$ cat config.mk
export PLATFORM = sky130hd
export DESIGN_NAME = replacement_controller
export DESIGN_NICKNAME = d
export VERILOG_FILES = /design/src/rtl/replacement_controller_pkg.sv /design/src/rtl/first_zero_finder.sv /design/src/rtl/replacement_controller.sv
export SDC_FILE = /design/constraint.sdc
export NUM_CORES = 1
export LEC_CHECK = 0
export ABC_AREA = 1
export BUFFER_PORTS_ARGS = -buffer_cell sky130_fd_sc_hd__buf_2
export CAP_MARGIN = 40
export CORE_MARGIN = 8
export CORE_UTILIZATION = 49
export DETAILED_ROUTE_END_ITERATION = 10
export GPL_TIMING_DRIVEN = 0
export MAX_ROUTING_LAYER = met4
export PLACE_DENSITY_LB_ADDON = 0.12
export SETUP_SLACK_MARGIN = 0.5
export SLEW_MARGIN = 10
export SYNTH_ARGS = -nofsm -noshare
export SYNTH_HDL_FRONTEND = slang
export SYNTH_SLANG_ARGS = --single-unit
$ cat constraint.sdc
create_clock -name clk -period 1.25 [get_ports clk]
set_input_delay 0.0625 -clock clk [delete_from_list [all_inputs] [get_ports clk]]
set_output_delay 0.0625 -clock clk [all_outputs]
set_load 0.05 [all_outputs]
$ cat src/rtl/replacement_controller_pkg.sv
// Shared types and width helpers for the cache replacement controller.
// Holds the controller state encoding and the set/way index width functions.
// Imported by the controller top and usable by any block that sizes set/way indices.
package replacement_controller_pkg;

    typedef enum logic [2:0] {
        IDLE,
        SELECT,
        WRITEBACK,
        FILL,
        PROMOTE
    } repl_state_e;

    // A single-set cache still carries a 1-bit set index so ports never collapse to zero width.
    function automatic int set_size(input int num_sets);
        return (num_sets > 1) ? $clog2(num_sets) : 1;
    endfunction

    function automatic int assoc_size(input int assoc);
        return (assoc > 1) ? $clog2(assoc) : 1;
    endfunction

endpackage

$ cat src/rtl/first_zero_finder.sv
// Finds the lowest-index clear bit in a vector (used to pick the first invalid way).
// Ports: vec_i = per-way valid bits; found_o = some bit is clear; idx_o = lowest clear index.
// Purely combinational; idx_o is 0 when found_o is low.
module first_zero_finder #(
    parameter  int WIDTH = 2,
    localparam int IDX_W = (WIDTH > 1) ? $clog2(WIDTH) : 1
) (
    input  logic [WIDTH-1:0] vec_i,
    output logic             found_o,
    output logic [IDX_W-1:0] idx_o
);

    // Scan from the top down so the last hit, i.e. the lowest index, wins.
    always_comb begin
        found_o = 1'b0;
        idx_o   = '0;
        for (int i = WIDTH - 1; i >= 0; i--) begin
            if (!vec_i[i]) begin
                found_o = 1'b1;
                idx_o   = IDX_W'(i);
            end
        end
    end

endmodule

$ cat src/rtl/replacement_controller.sv
// Replacement controller: takes one hit/miss lookup outcome per request, picks a victim on a miss
// (first invalid way, else the LRU victim), sequences writeback/fill and promotes the final way to MRU.
// Owns the per-set/way valid and dirty bits.
// Ports:
//   clk, reset                         clock, synchronous active-high reset
//   req_valid/req_ready                lookup handshake (ready only in IDLE)
//   req_set/req_hit/req_way/req_write  lookup outcome
//   wb_req/wb_way/wb_done              writeback request, held until wb_done pulse
//   fill_req/fill_way/fill_done        fill request, held until fill_done pulse
//   lru_set/lru_selected_way/lru_process  MRU update towards the LRU counter array
//   lru_victim_way                     LRU victim of lru_set from the counter array
//   resp_valid/resp_way                one-cycle completion pulse and the way holding the line
// Latency, counting the accept cycle: hit 2 cycles, clean miss 3 + fill cycles, dirty miss adds wb cycles.
module replacement_controller
    import replacement_controller_pkg::*;
#(
    parameter  int NUM_SETS   = 1,
    parameter  int ASSOC      = 2,
    localparam int SET_SIZE   = set_size(NUM_SETS),
    localparam int ASSOC_SIZE = assoc_size(ASSOC)
) (
    input  logic                  clk,
    input  logic                  reset,
    input  logic                  req_valid,
    output logic                  req_ready,
    input  logic [SET_SIZE-1:0]   req_set,
    input  logic                  req_hit,
    input  logic [ASSOC_SIZE-1:0] req_way,
    input  logic                  req_write,
    output logic                  wb_req,
    output logic [ASSOC_SIZE-1:0] wb_way,
    input  logic                  wb_done,
    output logic                  fill_req,
    output logic [ASSOC_SIZE-1:0] fill_way,
    input  logic                  fill_done,
    output logic [SET_SIZE-1:0]   lru_set,
    output logic [ASSOC_SIZE-1:0] lru_selected_way,
    output logic                  lru_process,
    input  logic [ASSOC_SIZE-1:0] lru_victim_way,
    output logic                  resp_valid,
    output logic [ASSOC_SIZE-1:0] resp_way
);

    if (ASSOC < 2 || (ASSOC % 2) != 0) begin : g_assoc_check
        $error("replacement_controller: ASSOC must be greater than 1 and even");
    end

    repl_state_e                        state_q, state_d;
    logic [SET_SIZE-1:0]                set_q, set_d;
    logic                               hit_q, hit_d;
    logic                               write_q, write_d;
    logic [ASSOC_SIZE-1:0]              way_q, way_d;
    logic [ASSOC_SIZE-1:0]              wb_way_q, wb_way_d;
    logic [ASSOC_SIZE-1:0]              fill_way_q, fill_way_d;
    logic [NUM_SETS-1:0][ASSOC-1:0]     valid_q, valid_d;
    logic [NUM_SETS-1:0][ASSOC-1:0]     dirty_q, dirty_d;

    logic                               free_found;
    logic [ASSOC_SIZE-1:0]              free_way;
    logic [ASSOC_SIZE-1:0]              victim_way;

    first_zero_finder #(
        .WIDTH (ASSOC)
    ) u_free_way (
        .vec_i   (valid_q[set_q]),
        .found_o (free_found),
        .idx_o   (free_way)
    );

    // An empty way is always preferred over evicting a live line.
    assign victim_way = free_found ? free_way : lru_victim_way;

    assign lru_set          = set_q;
    assign lru_selected_way = way_q;
    assign resp_way         = way_q;
    assign wb_way           = wb_way_q;
    assign fill_way         = fill_way_q;

    always_ff @(posedge clk) begin
        if (reset) begin
            state_q    <= IDLE;
            set_q      <= '0;
            hit_q      <= 1'b0;
            write_q    <= 1'b0;
            way_q      <= '0;
            wb_way_q   <= '0;
            fill_way_q <= '0;
            valid_q    <= '0;
            dirty_q    <= '0;
        end else begin
            state_q    <= state_d;
            set_q      <= set_d;
            hit_q      <= hit_d;
            write_q    <= write_d;
            way_q      <= way_d;
            wb_way_q   <= wb_way_d;
            fill_way_q <= fill_way_d;
            valid_q    <= valid_d;
            dirty_q    <= dirty_d;
        end
    end

    always_comb begin
        state_d     = state_q;
        set_d       = set_q;
        hit_d       = hit_q;
        write_d     = write_q;
        way_d       = way_q;
        wb_way_d    = wb_way_q;
        fill_way_d  = fill_way_q;
        valid_d     = valid_q;
        dirty_d     = dirty_q;
        req_ready   = 1'b0;
        wb_req      = 1'b0;
        fill_req    = 1'b0;
        lru_process = 1'b0;
        resp_valid  = 1'b0;

        case (state_q)
            IDLE: begin
                req_ready = 1'b1;
                if (req_valid) begin
                    set_d   = req_set;
                    hit_d   = req_hit;
                    write_d = req_write;
                    if (req_hit) begin
                        way_d   = req_way;
                        state_d = PROMOTE;
                    end else begin
                        state_d = SELECT;
                    end
                end
            end

            SELECT: begin
                way_d      = victim_way;
                wb_way_d   = victim_way;
                fill_way_d = victim_way;
                if (valid_q[set_q][victim_way] && dirty_q[set_q][victim_way]) begin
                    state_d = WRITEBACK;
                end else begin
                    state_d = FILL;
                end
            end

            WRITEBACK: begin
                wb_req = 1'b1;
                if (wb_done) begin
                    dirty_d[set_q][wb_way_q] = 1'b0;
                    state_d                  = FILL;
                end
            end

            FILL: begin
                fill_req = 1'b1;
                if (fill_done) begin
                    valid_d[set_q][fill_way_q] = 1'b1;
                    dirty_d[set_q][fill_way_q] = write_q;
                    state_d                    = PROMOTE;
                end
            end

            PROMOTE: begin
                lru_process = 1'b1;
                resp_valid  = 1'b1;
                // A missing store already marked the line dirty when the fill landed.
                if (hit_q && write_q) begin
                    dirty_d[set_q][way_q] = 1'b1;
                end
                state_d = IDLE;
            end

            default: begin
                state_d = IDLE;
            end
        endcase
    end

    // Protocol monitors: violations are reported but the datapath tolerates them.
    always @(posedge clk) begin
        if (!reset) begin
            if (state_q != WRITEBACK) begin
                assert (!wb_done)
                    else $warning("replacement_controller: wb_done outside WRITEBACK ignored");
            end
            if (state_q != FILL) begin
                assert (!fill_done)
                    else $warning("replacement_controller: fill_done outside FILL ignored");
            end
            if (state_q == IDLE && req_valid && req_hit) begin
                assert (valid_q[req_set][req_way])
                    else $warning("replacement_controller: hit reported on an invalid way");
            end
        end
    end

endmodule
* Word level (Yosys, flattened, before mapping) *
Index checks and enable logic that the tools add are counted.

storage, ports and cells
  flip-flop bits (word level) = 12
  input port bits = 10
  logic and storage cells = 75

cells by class
  $lt $le $gt $ge = 7
  eq/ne operators = 9
  muxes and demuxes = 34
  bitwise operators = 4
  reduce and logical (&&, ||, !) cells = 13

operators by type and width
  cell                  count
  $mux W1               17
  $mux W2               7
  $mux W3               4
  $pmux W3 S4           1
  $ne A2 B2 Y1 const B  5
  $eq A3 B2 Y1 const B  2
  $lt A1 B2 Y1 const B  3
  $pmux W2 S3           1
  $reduce_and A3 Y1     2
  $logic_and A1 B1 Y1   5
  $or A2 B2 Y2          2
  $reduce_and A2 Y1     2
  $reduce_and A4 Y1     1
  $eq A3 B1 Y1 const B  1
  $eq A3 B3 Y1 const B  1
  $ge A1 B1 Y1 const B  3
  $logic_not A3 Y1      1
  $reduce_bool A3 Y1    1
  $and A2 B2 Y2         1
  $bwmux W2             1
  $demux W1 S1          2
  $not A2 Y2            1
  $pmux W1 S2           1
  $reduce_bool A2 Y1    1
  $lt A1 B1 Y1 const B  1

* Logic depth before layout (Yosys ltp) *
Gate-level depths: netlist of run 1.

  depth after elaboration = 10
  gate-level depth with buffers = 9
  gate-level depth less buffers = 9

* Modules after synthesis *
Synthesis of run 1 repeated with hierarchy kept, for this count alone.

unflattened totals
  cells, all modules = 123
  area, all modules = 739.5 um^2

by module, submodules not included
  module                  times used  cells each  area an instance (um^2)  sequential area each (um^2)
  replacement_controller  1           120         725.7                    240.2
  first_zero_finder       1           3           13.8                     0.0

* Worst setup path before layout of run 1 *
Ideal clock, no wire load.

  path type = reg-to-reg
  from = register state_q[1]
  to = register dirty_q[1] (netlist bit)
  setup time = 0.116 ns
  arrival time = 1.376 ns
  required time = 1.134 ns
  path slack = -0.242 ns
  cell stages (with the launch flop) = 8
  buffers on the path = 0
  clock period less this slack = 1.492 ns
  cells stage by stage = dfxtp_1 nand2_1 nor2_2 nand2_2 nand2_2 nor2_1 o21ai_0 nor2_1

between the ends
  cells in the longest elaborated chain, start to end = 3
  elaborated cells between the ends (all ways) = 9

ends and longest elaborated chain
  element                                                              RTL line                       RTL
  start, declared                                                      replacement_controller.sv:48   repl_state_e state_q, state_d;
  start signal, assigned                                               replacement_controller.sv:91   state_q <= state_d;
  $eq A3 B3 Y1 or $eq A3 B2 Y1 (tied branches)                         replacement_controller.sv:119  case (state_q)
  $ne A2 B2 Y1 (no source line) or $reduce_bool A3 Y1 (tied branches)  n/a
  $reduce_and A4 Y1 (no source line)                                   n/a
  end signal, assigned                                                 replacement_controller.sv:99   dirty_q <= dirty_d;
  end, declared                                                        replacement_controller.sv:56   logic [NUM_SETS-1:0][ASSOC-1:0] dirty_q, dirty_d;

Parallel ways exist; a longest one is shown, timed or not.
A chain may end at the register's enable or synchronous reset.

* Worst setup path in the final report of run 1 *
  from = register state_q[1]
  to = register way_q (netlist: lru_selected_way)

between the ends
  cells in the longest elaborated chain, start to end = 3
  elaborated cells between the ends (all ways) = 7

ends and longest elaborated chain
  element                                                              RTL line                       RTL
  $eq A3 B1 Y1 or $logic_not A3 Y1 (tied branches)                     replacement_controller.sv:119
  $reduce_bool A2 Y1 (no source line) or $ne A2 B2 Y1 (tied branches)  n/a
  $reduce_and A3 Y1 (no source line)                                   n/a
  end signal, assigned                                                 replacement_controller.sv:95   way_q <= way_d;
  end, declared                                                        replacement_controller.sv:52   logic [ASSOC_SIZE-1:0] way_q, way_d;

Parallel ways exist; a longest one is shown, timed or not.

==> results.yml, run 1 <==
run_status:
  status: "complete, but fails checks"
  violations: "negative setup slack"
timing:
  relSlewSlack_pct: 69.1
  finalCritPeriodShare_pct: 113
  final_max_slew_viol_count: 0
  fin_ws_ns: -0.166
  rsz0062_at_grt: "true"
  final_hold_viol_count: 0
  setup_tns_ns: -0.349
  fmax_mhz: 706
  clock_skew_ns: 0.00284
  period_needed_ns: 1.42
  setup_viol: 7
  worst_pin_slew_ns: 0.463
die:
  start_util_pct: 52.7
  rows: 13
  die_h_microns: 53.6
  die_area_sq_um: 2880
  dieWidth_microns: 53.6
  ios: 20
  core-area_sq_um: 1320
place:
  io_buffers: 18
  place_hpwl_mm: 1.52
  dp.cells: 149
  gp_congestion: 0.852
final_layout:
  area_growth_pct: 75.9
  diodes: 0
  final_util_pct: 92.7
  seq_area_sq_um: 263
  final_cells: 165
  fillers: 47
  finalNetCount: 161
  drive_above_1_share_pct: 50.0
  multi_input_area_sq_um: 498
critical_path:
  start_kind: "flip-flop"
  critical-path-max-stage-delay_ns: 0.40
  crit_path_cell_trace: "inv_1 > nand2_1 > nor2_4 > inv_1 > nand2_1 > nand2_1 > o21ai_0 > nor2_1"
  arrival_ns: 1.59
  cp-end-kind: "flip-flop"
  slowest_stage: "dfxtp_4"
  r2r_start: "state_q[1]"
  path_delay_family: "simple AND/OR/NAND/NOR gates"
  reg2reg_depth: 8
  crit_top_cell: "nand2_1"
  r2r-end: "lru_selected_way"
  worst_ep_required_time_ns: 1.42
  path_class: "reg -> reg"
  crit_fanout: 6
  rrSetupSlack_ns: -0.17
  worst-path-buf-inv: 2
clock_network:
  ctsRootBufferMaster: "clkbuf_4"
  cts_tree: "yes"
  cts-buffers-inserted: 3
  clkTransAtPathRegs_ns: 0.08
  htreeDepth: 1
  clk_latency_ns: 0.29
  clock_sinks: 12
  clockBufferDepth: 2
synth:
  seq_area_frac_synth_pct: 34.6
  synthArstFlopShare_pct: 0
  synthTopCellsByCount: "nand2_1, nor2_1, inv_1"
  synth_compound_gate_area_share_pct: 16.2
  synth.avg_cell_area_sq_um: 5.99
  synth_area_leaders: "dfxtp_1, nand2_1, nor2_1"
  syn_nets: 126
  synth_top_family_by_area: "simple AND/OR/NAND/NOR gates"
  synth-simple-area-share_pct: 35.1
  synthCells: 116
  ys_seq_elements: 12
  synth_edf_count: 0
  synth.area.mux_share_pct: 0
  yosysMostFrequentCell: "nand2_1"
  synth_top_area_cell: "dfxtp_1"
  synth_warnings: 0
  synthAdderAreaFrac_pct: 0
  ys_types: 15
  synth_xor_area_share_pct: 0
  synth_ff_type: "dfxtp_1"
  syn-cell-area_sq_um: 694
  synth_top_area_share_pct: 34.6
detailed_routing:
  drtPass1Iterations: 5
  drt_iter0_drc: 96
  route.detailed.drc: 0
  wl_per_cell_microns: 19.6
  num_vias: 1006
  routed_via_density: 6.10
  drt_wl_total_mm: 3.23
  ant_nets: 0
global_routing:
  grt_max_degree: 9
  antenna_found_initial: 0
  grt-busiest-layer: "met2"
  track_usage_pct: 16.4
  gr-usage-met2_pct: 28.3
  grt_util_met1_pct: 17.2
  grt.met3_usage_pct: 3.86
  grt_pass1_vias: 818
  grt_overflow: 0
  grt_pass1_wl_mm: 3.46
worst_hold_path:
  hold_depth: 3
  hp-start: "req_set"
  hold_path_end: "lru_set"
  hp-class: "in -> reg"
pwr:
  power_density_nw_per_um2: 2450
  ir_worst_vdd_v: 0.00248
  finalPower_w: 0.00299
  power.leakage_nw: 0.549
flow_run:
  drv_cap: 0
[worst min-delay path, cell delays in order]
cell and delay (ns):
buf_2 0.07, o21ai_1 0.06, a21oi_1 0.10
[state kept, by name (all words and copies together) (netlist names)]
register / cells
dirty_q: 2
fill_way: 1
hit_q: 1
lru_selected_way: 1
lru_set: 1
state_q: 3
valid_q: 2
write_q: 1
[metrics by stage]
| stage | setup WS [ns] | instance area [sq um] | hold slack, ns |
|---|---|---|---|
| 6_report | -0.166 | 1220 | 0.0532 |
| 5_1_grt | -0.199 | 1220 | 0.0614 |
| 4_1_cts | 0.0174 | 1060 | 0.0538 |
| 3_5_place_dp | -0.124 | 852 | 0.358 |
| 3_3_place_gp | -0.0613 | 852 | 0.337 |
| 2_1_floorplan | -0.00541 | 743 | 0.212 |
[report_power, final]
group	total (W)	switching [W]	internal, W	leakage, nW
registers	0.000724	0.000208	0.000516	0.102
clock network	0.000263	0.000147	0.000116	0.0154
logic	0.00201	0.00122	0.000791	0.432
total	0.00299	0.00157	0.00142	0.549
[per-layer routing]
metal,share of wire [%],vias to the layer above
met5,0,-
met4,6.2,0
met3,11,30
met2,47,93
met1,35,451
li1,-,432
[kinds of logic (layout without fill, tap and decap cells)]
group	count (synthesis)	in the layout
simple gates	60	60
buf+inv	23	57
flops	12	12
compound gates	21	21
[cell usage in the layout, fill, tap and decap left out, types with 4 or more instances in the layout]
cell	n
o21ai_1	5
buf_6	8
nor2_4	7
nor2_1	10
buf_2	8
inv_1	14
dfxtp_4	6
a21oi_1	8
nand2_2	5
nand2_4	5
nand2_1	21
a21oi_2	4
buf_8	9
dfxtp_1	6
buf_4	8
nand3_1	5
[what timing repair did]
item / 4_1_cts / 5_1_grt
endpoints found under the setup margin: 22 / 22
gates resized for setup: 48 / 28
pin swaps: 6 / 14
buffers inserted: 4 / 8
hold buffers: 0 / 0
[how the worst max path moves through the flow]
stage / startpoint / end / depth (start not counted)
2_1_floorplan: state_q[1] / dirty_q[0] / 8
3_3_place_gp: state_q[0] / dirty_q[1] / 8
3_5_place_dp: state_q[0] / dirty_q[1] / 8
4_1_cts: state_q[1] / resp_valid / 5
5_1_grt: state_q[1] / lru_selected_way / 8
6_report: state_q[1] / lru_selected_way / 8
[cell type report]
cell class / instances / share of cell area [%]
Multi-Input combinational cell: 81 / 40.8
Buffer: 4 / 3.07
Clock buffer: 3 / 1.84
Sequential cell: 12 / 21.5
Clock inverter: 1 / 0.307
Timing Repair Buffer: 30 / 23.9
Inverter: 19 / 7.07
Tap cell: 15 / 1.54
(Power assumes the default switching activity.)
==> inputs of run 2 (changes only) <==
==> constraint.sdc (replaced) <==
create_clock -name clk -period 1.25 [get_ports clk]
set_input_delay 0.1875 -clock clk [delete_from_list [all_inputs] [get_ports clk]]
set_output_delay 0.1875 -clock clk [all_outputs]
set_load 0.05 [all_outputs]
==> results.yml, run 2 (synthesis results as in run 1) <==
run_status:
  status: "complete, but fails checks"
  violations: "negative setup slack"
detailed_routing:
  num_vias: 984
  drt_wl_total_mm: 3.00
  drt_iter0_drc: 53
  drtPass1Iterations: 4
  route.detailed.drc: 0
  ant_nets: 0
  routed_via_density: 6.00
  wl_per_cell_microns: 18.3
final_layout:
  diodes: 0
  drive_above_1_share_pct: 49.7
  final_util_pct: 91.1
  top_register: "state_q"
  area_growth_pct: 72.8
  finalNetCount: 161
  fin_area_sq_um: 1200
  layout_commonest_cell: "nand2_1"
  final_cell_mix: "nand2_1, inv_1, nor2_1, buf_8, a21oi_1"
  largest_reg_flops: 3
  seq_area_sq_um: 263
  multi_input_area_sq_um: 479
  fillers: 49
  reg.largest.list: "state_q (3), dirty_q (2), valid_q (2)"
critical_path:
  arrival_ns: 1.57
  cp-end-kind: "flip-flop"
  crit_path_cell_trace: "inv_2 > nand3_1 > nand3_1 > nand2_1 > nor2_2 > inv_1 > nor2_1 > nor2_1"
  path_class: "reg -> reg"
  reg2reg_depth: 8
  crit_fanout: 5
  r2r_start: "state_q[2]"
  slowest_stage: "dfxtp_4"
  rrSetupSlack_ns: -0.16
  start_kind: "flip-flop"
  critical-path-max-stage-delay_ns: 0.38
  worst_ep_required_time_ns: 1.41
  r2r-end: "dirty_q[1]"
pwr:
  power.leakage_nw: 0.524
  clockPowerShare_pct: 7.7
  power_density_nw_per_um2: 2590
  power.switching_w: 0.00159
  seqPwrFrac_pct: 21.6
  p_comb_share_pct: 70.7
  finalPower_w: 0.00311
  ir_worst_vdd_v: 0.00213
  intPower_w: 0.00153
  swShare_pct: 51.0
timing:
  relSlewSlack_pct: 70.8
  final_max_slew_viol_count: 0
  clock_skew_ns: 0.00702
  rsz0062_at_grt: "true"
  setup_viol: 9
  finalCritPeriodShare_pct: 113
  fin_ws_ns: -0.161
  worst_pin_slew_ns: 0.438
  final_hold_viol_count: 0
  period_needed_ns: 1.41
  fmax_mhz: 709
  whs_ns: 0.184
worst_hold_path:
  hp-class: "in -> reg"
  hold_path_end: "write_q"
  hp-start: "req_write"
  hold_depth: 3
die:
  die_area_sq_um: 2880
  rows: 13
  die_h_microns: 53.6
  core-area_sq_um: 1320
  dieWidth_microns: 53.6
  ios: 20
  start_util_pct: 52.7
clock_network:
  clk_latency_ns: 0.27
  htreeDepth: 1
  clockBufferDepth: 2
  cts-buffers-inserted: 3
  ctsRootBufferMaster: "clkbuf_4"
  cts_hold_buf: 0
  clkTransAtPathRegs_ns: 0.08
  clock_sinks: 12
  cts_tree: "yes"
place:
  place_area_sq_um: 867
  place_hpwl_mm: 1.42
  io_buffers: 18
  gp_congestion: 0.841
global_routing:
  track_usage_pct: 18.3
  grt_pass1_wl_mm: 3.90
  grt_pass1_vias: 890
  antenna_found_initial: 0
  grt_overflow: 0
  grt_max_degree: 9
flow_run:
  drv_cap: 0
## run 2: changes by cell type in the layout (fill, tap and decap cells not counted), sizes merged
| cell | change |
|---|---|
| clkinv | -1 |
## run 2: layer usage
layer  track usage (%)  up-vias  part of all wire [%]
met1              20.3      455                    38
met2              29.3       78                    51
met5                 -        -                     0
li1                  -      430                     -
met3              4.68       21                   7.2
met4              9.66        0                   4.0
## run 2: layout make-up
class	instances	area share (%)
clock buffer	3	1.88
buffer	4	3.75
timing repair buffer	30	24.0
tap	15	1.56
sequential	12	21.9
multi-input combinational	81	39.9
inverter	19	6.99
## run 2: how the worst max path moves through the flow
stage	from	endpoint	depth (start not counted)
floorplan	state_q[1]	dirty_q[0]	8
global placement	state_q[0]	dirty_q[1]	8
detailed placement	state_q[0]	dirty_q[1]	8
CTS	state_q[1]	resp_valid	5
global route	state_q[0]	lru_selected_way	8
finish	state_q[2]	dirty_q[1]	8
## run 2: critical path: cells and delay by family, from the launching register on
kind	cells	cell delay, ns
buf+inv	2	0.15
flops	1	0.38
simple gates	6	0.78
## run 2: power by group through the flow
stage	Combinational, W	Clock [W]	Sequential, W
after floorplan	0.000960	0	0.000700
after global placement	0.00125	0	0.000628
after detailed placement	0.00127	0	0.000632
after CTS	0.00194	0.000242	0.000643
after global routing	0.00229	0.000256	0.000680
final	0.00220	0.000241	0.000671
## run 2: per-stage QoR
step,setup TNS (ns),std cells,worst slack (ns)
6_report,-0.876,164,-0.161
5_1_grt,-1.18,164,-0.181
4_1_cts,-0.361,163,-0.0953
3_5_place_dp,-0.338,149,-0.150
3_3_place_gp,-0.0938,149,-0.0597
2_1_floorplan,-0.0106,116,-0.00541
## run 2: what timing repair did
| action | in CTS | in global routing |
|---|---|---|
| pin swaps | 7 | 8 |
| endpoints found under the setup margin | 22 | 22 |
| gates resized for setup | 57 | 12 |
| setup buffers | 11 | 1 |
==> inputs of run 3 (changes only) <==
==> constraint.sdc (replaced) <==
create_clock -name clk -period 1.5 [get_ports clk]
set_input_delay 0.225 -clock clk [delete_from_list [all_inputs] [get_ports clk]]
set_output_delay 0.225 -clock clk [all_outputs]
set_load 0.05 [all_outputs]
==> results.yml, run 3 (synthesis results as in run 1) <==
die:
  core-area_sq_um: 1320
  rows: 13
  die_area_sq_um: 2880
  ios: 20
  die_h_microns: 53.6
  start_util_pct: 52.7
  dieWidth_microns: 53.6
final_layout:
  top_register: "state_q"
  layout_commonest_cell: "nand2_1"
  area_growth_pct: 74.2
  final_cell_mix: "nand2_1, inv_1, nor2_1, buf_4, a21oi_1"
  diodes: 0
  finalNetCount: 162
  fin_area_sq_um: 1210
  largest_reg_flops: 3
  reg.largest.list: "state_q (3), dirty_q (2), valid_q (2)"
  drive_above_1_share_pct: 49.0
  final_cells: 166
timing:
  setup_tns_ns: 0
  worst_pin_slew_ns: 0.416
  setup_viol: 0
  final_hold_viol_count: 0
  period_needed_ns: 1.41
  final_max_slew_viol_count: 0
  fmax_mhz: 708
  relSlewSlack_pct: 72.3
  rsz0062_at_grt: "true"
  finalCritPeriodShare_pct: 94.2
  whs_ns: 0.201
  clock_skew_ns: 0.00240
worst_hold_path:
  hold_depth: 3
  hp-start: "req_write"
  hp-class: "in -> reg"
  hold_path_end: "write_q"
clock_network:
  htreeDepth: 1
  clock_sinks: 12
  clkTransAtPathRegs_ns: 0.09
  clk_latency_ns: 0.29
  clockBufferDepth: 2
  cts_hold_buf: 0
  cts-buffers-inserted: 3
  cts_tree: "yes"
  ctsRootBufferMaster: "clkbuf_4"
critical_path:
  critical-path-max-stage-delay_ns: 0.39
  r2r_start: "state_q[0]"
  crit_path_cell_trace: "nor2_4 > nand2_2 > clkinvlp_4 > buf_8"
  path_class: "reg -> out"
  r2r-end: "lru_selected_way"
  crit_fanout: 5
  start_kind: "flip-flop"
  arrival_ns: 1.19
  rrSetupSlack_ns: 0.16
  reg2reg_depth: 7
  slowest_stage: "dfxtp_4"
  cp-end-kind: "primary output"
  worst_ep_required_time_ns: 1.27
flow_run:
  drv_cap: 0
global_routing:
  antenna_found_initial: 0
  grt_pass1_wl_mm: 3.80
  grt_pass1_vias: 885
  grt_max_degree: 9
  track_usage_pct: 18.6
  grt_overflow: 0
detailed_routing:
  routed_via_density: 6.23
  ant_nets: 0
  route.detailed.drc: 0
  drtPass1Iterations: 6
  wl_per_cell_microns: 19.5
  num_vias: 1035
  drt_wl_total_mm: 3.24
  drt_iter0_drc: 62
place:
  place_hpwl_mm: 1.41
  io_buffers: 18
  place_area_sq_um: 845
  gp_congestion: 0.865
  dp.cells: 149
pwr:
  finalPower_w: 0.00268
  power_density_nw_per_um2: 2220
  power.leakage_nw: 0.541
  ir_worst_vdd_v: 0.00188
run_status:
  status: "completed"
==> run 3: how the worst max path moves through the flow <==
stage / start / endpoint / slack, ns / cells past startpoint
3_5_place_dp: state_q[0] / dirty_q[1] / 0.16 / 8
5_1_grt: state_q[0] / req_ready / 0.06 / 4
6_report: state_q[0] / req_ready / 0.09 / 4
4_1_cts: state_q[1] / resp_valid / 0.12 / 5
2_1_floorplan: state_q[1] / dirty_q[0] / 0.24 / 8
3_3_place_gp: state_q[0] / dirty_q[1] / 0.19 / 8
==> run 3: layout make-up <==
class | instances | area [sq um]
multi-input combinational | 81 | 483
timing repair buffer | 31 | 288
sequential | 12 | 263
fill | 50 | 108
inverter | 19 | 83.8
buffer | 4 | 37.5
clock buffer | 4 | 36.3
tap | 15 | 18.8
==> run 3: where the power goes <==
part | leakage (nW) | switching [W] | internal (W) | total, W
sequential | 0.102 | 0.000138 | 0.000429 | 0.000567
clock | 0.0210 | 0.000129 | 0.000148 | 0.000277
combinational | 0.418 | 0.00109 | 0.000747 | 0.00184
total | 0.541 | 0.00136 | 0.00132 | 0.00268
==> run 3: layer usage <==
| layer | track usage (%) | share of wire, % | up-vias | routed length (microns) |
|---|---|---|---|---|
| li1 | - | - | 433 | - |
| met1 | 17.3 | 36 | 468 | 1170 |
| met2 | 32.0 | 47 | 103 | 1530 |
| met3 | 4.96 | 9.6 | 31 | 311 |
| met4 | 14.3 | 7.1 | 0 | 231 |
| met5 | - | 0 | - | 0 |
==> run 3: critical path: cells and delay by family, from the launching register on <==
kind	cells	cell delay, ns
simple gates	2	0.24
buf+inv	2	0.26
flops	1	0.39
==> run 3: metrics by stage <==
| step | setup slack [ns] | util (%) |
|---|---|---|
| 4_1_cts | 0.119 | 84.7 |
| 6_report | 0.0877 | 91.8 |
| 3_3_place_gp | 0.185 | 64.1 |
| 3_5_place_dp | 0.157 | 64.1 |
| 2_1_floorplan | 0.245 | - |
| 5_1_grt | 0.0594 | 91.8 |
==> run 3: what timing repair did <==
item,4_1_cts,5_1_grt
setup buffers,8,5
gates cloned,0,0
resized for setup,54,17
pin swaps,9,11
endpoints found under the setup margin,22,22
hold endpoints to repair,0,0
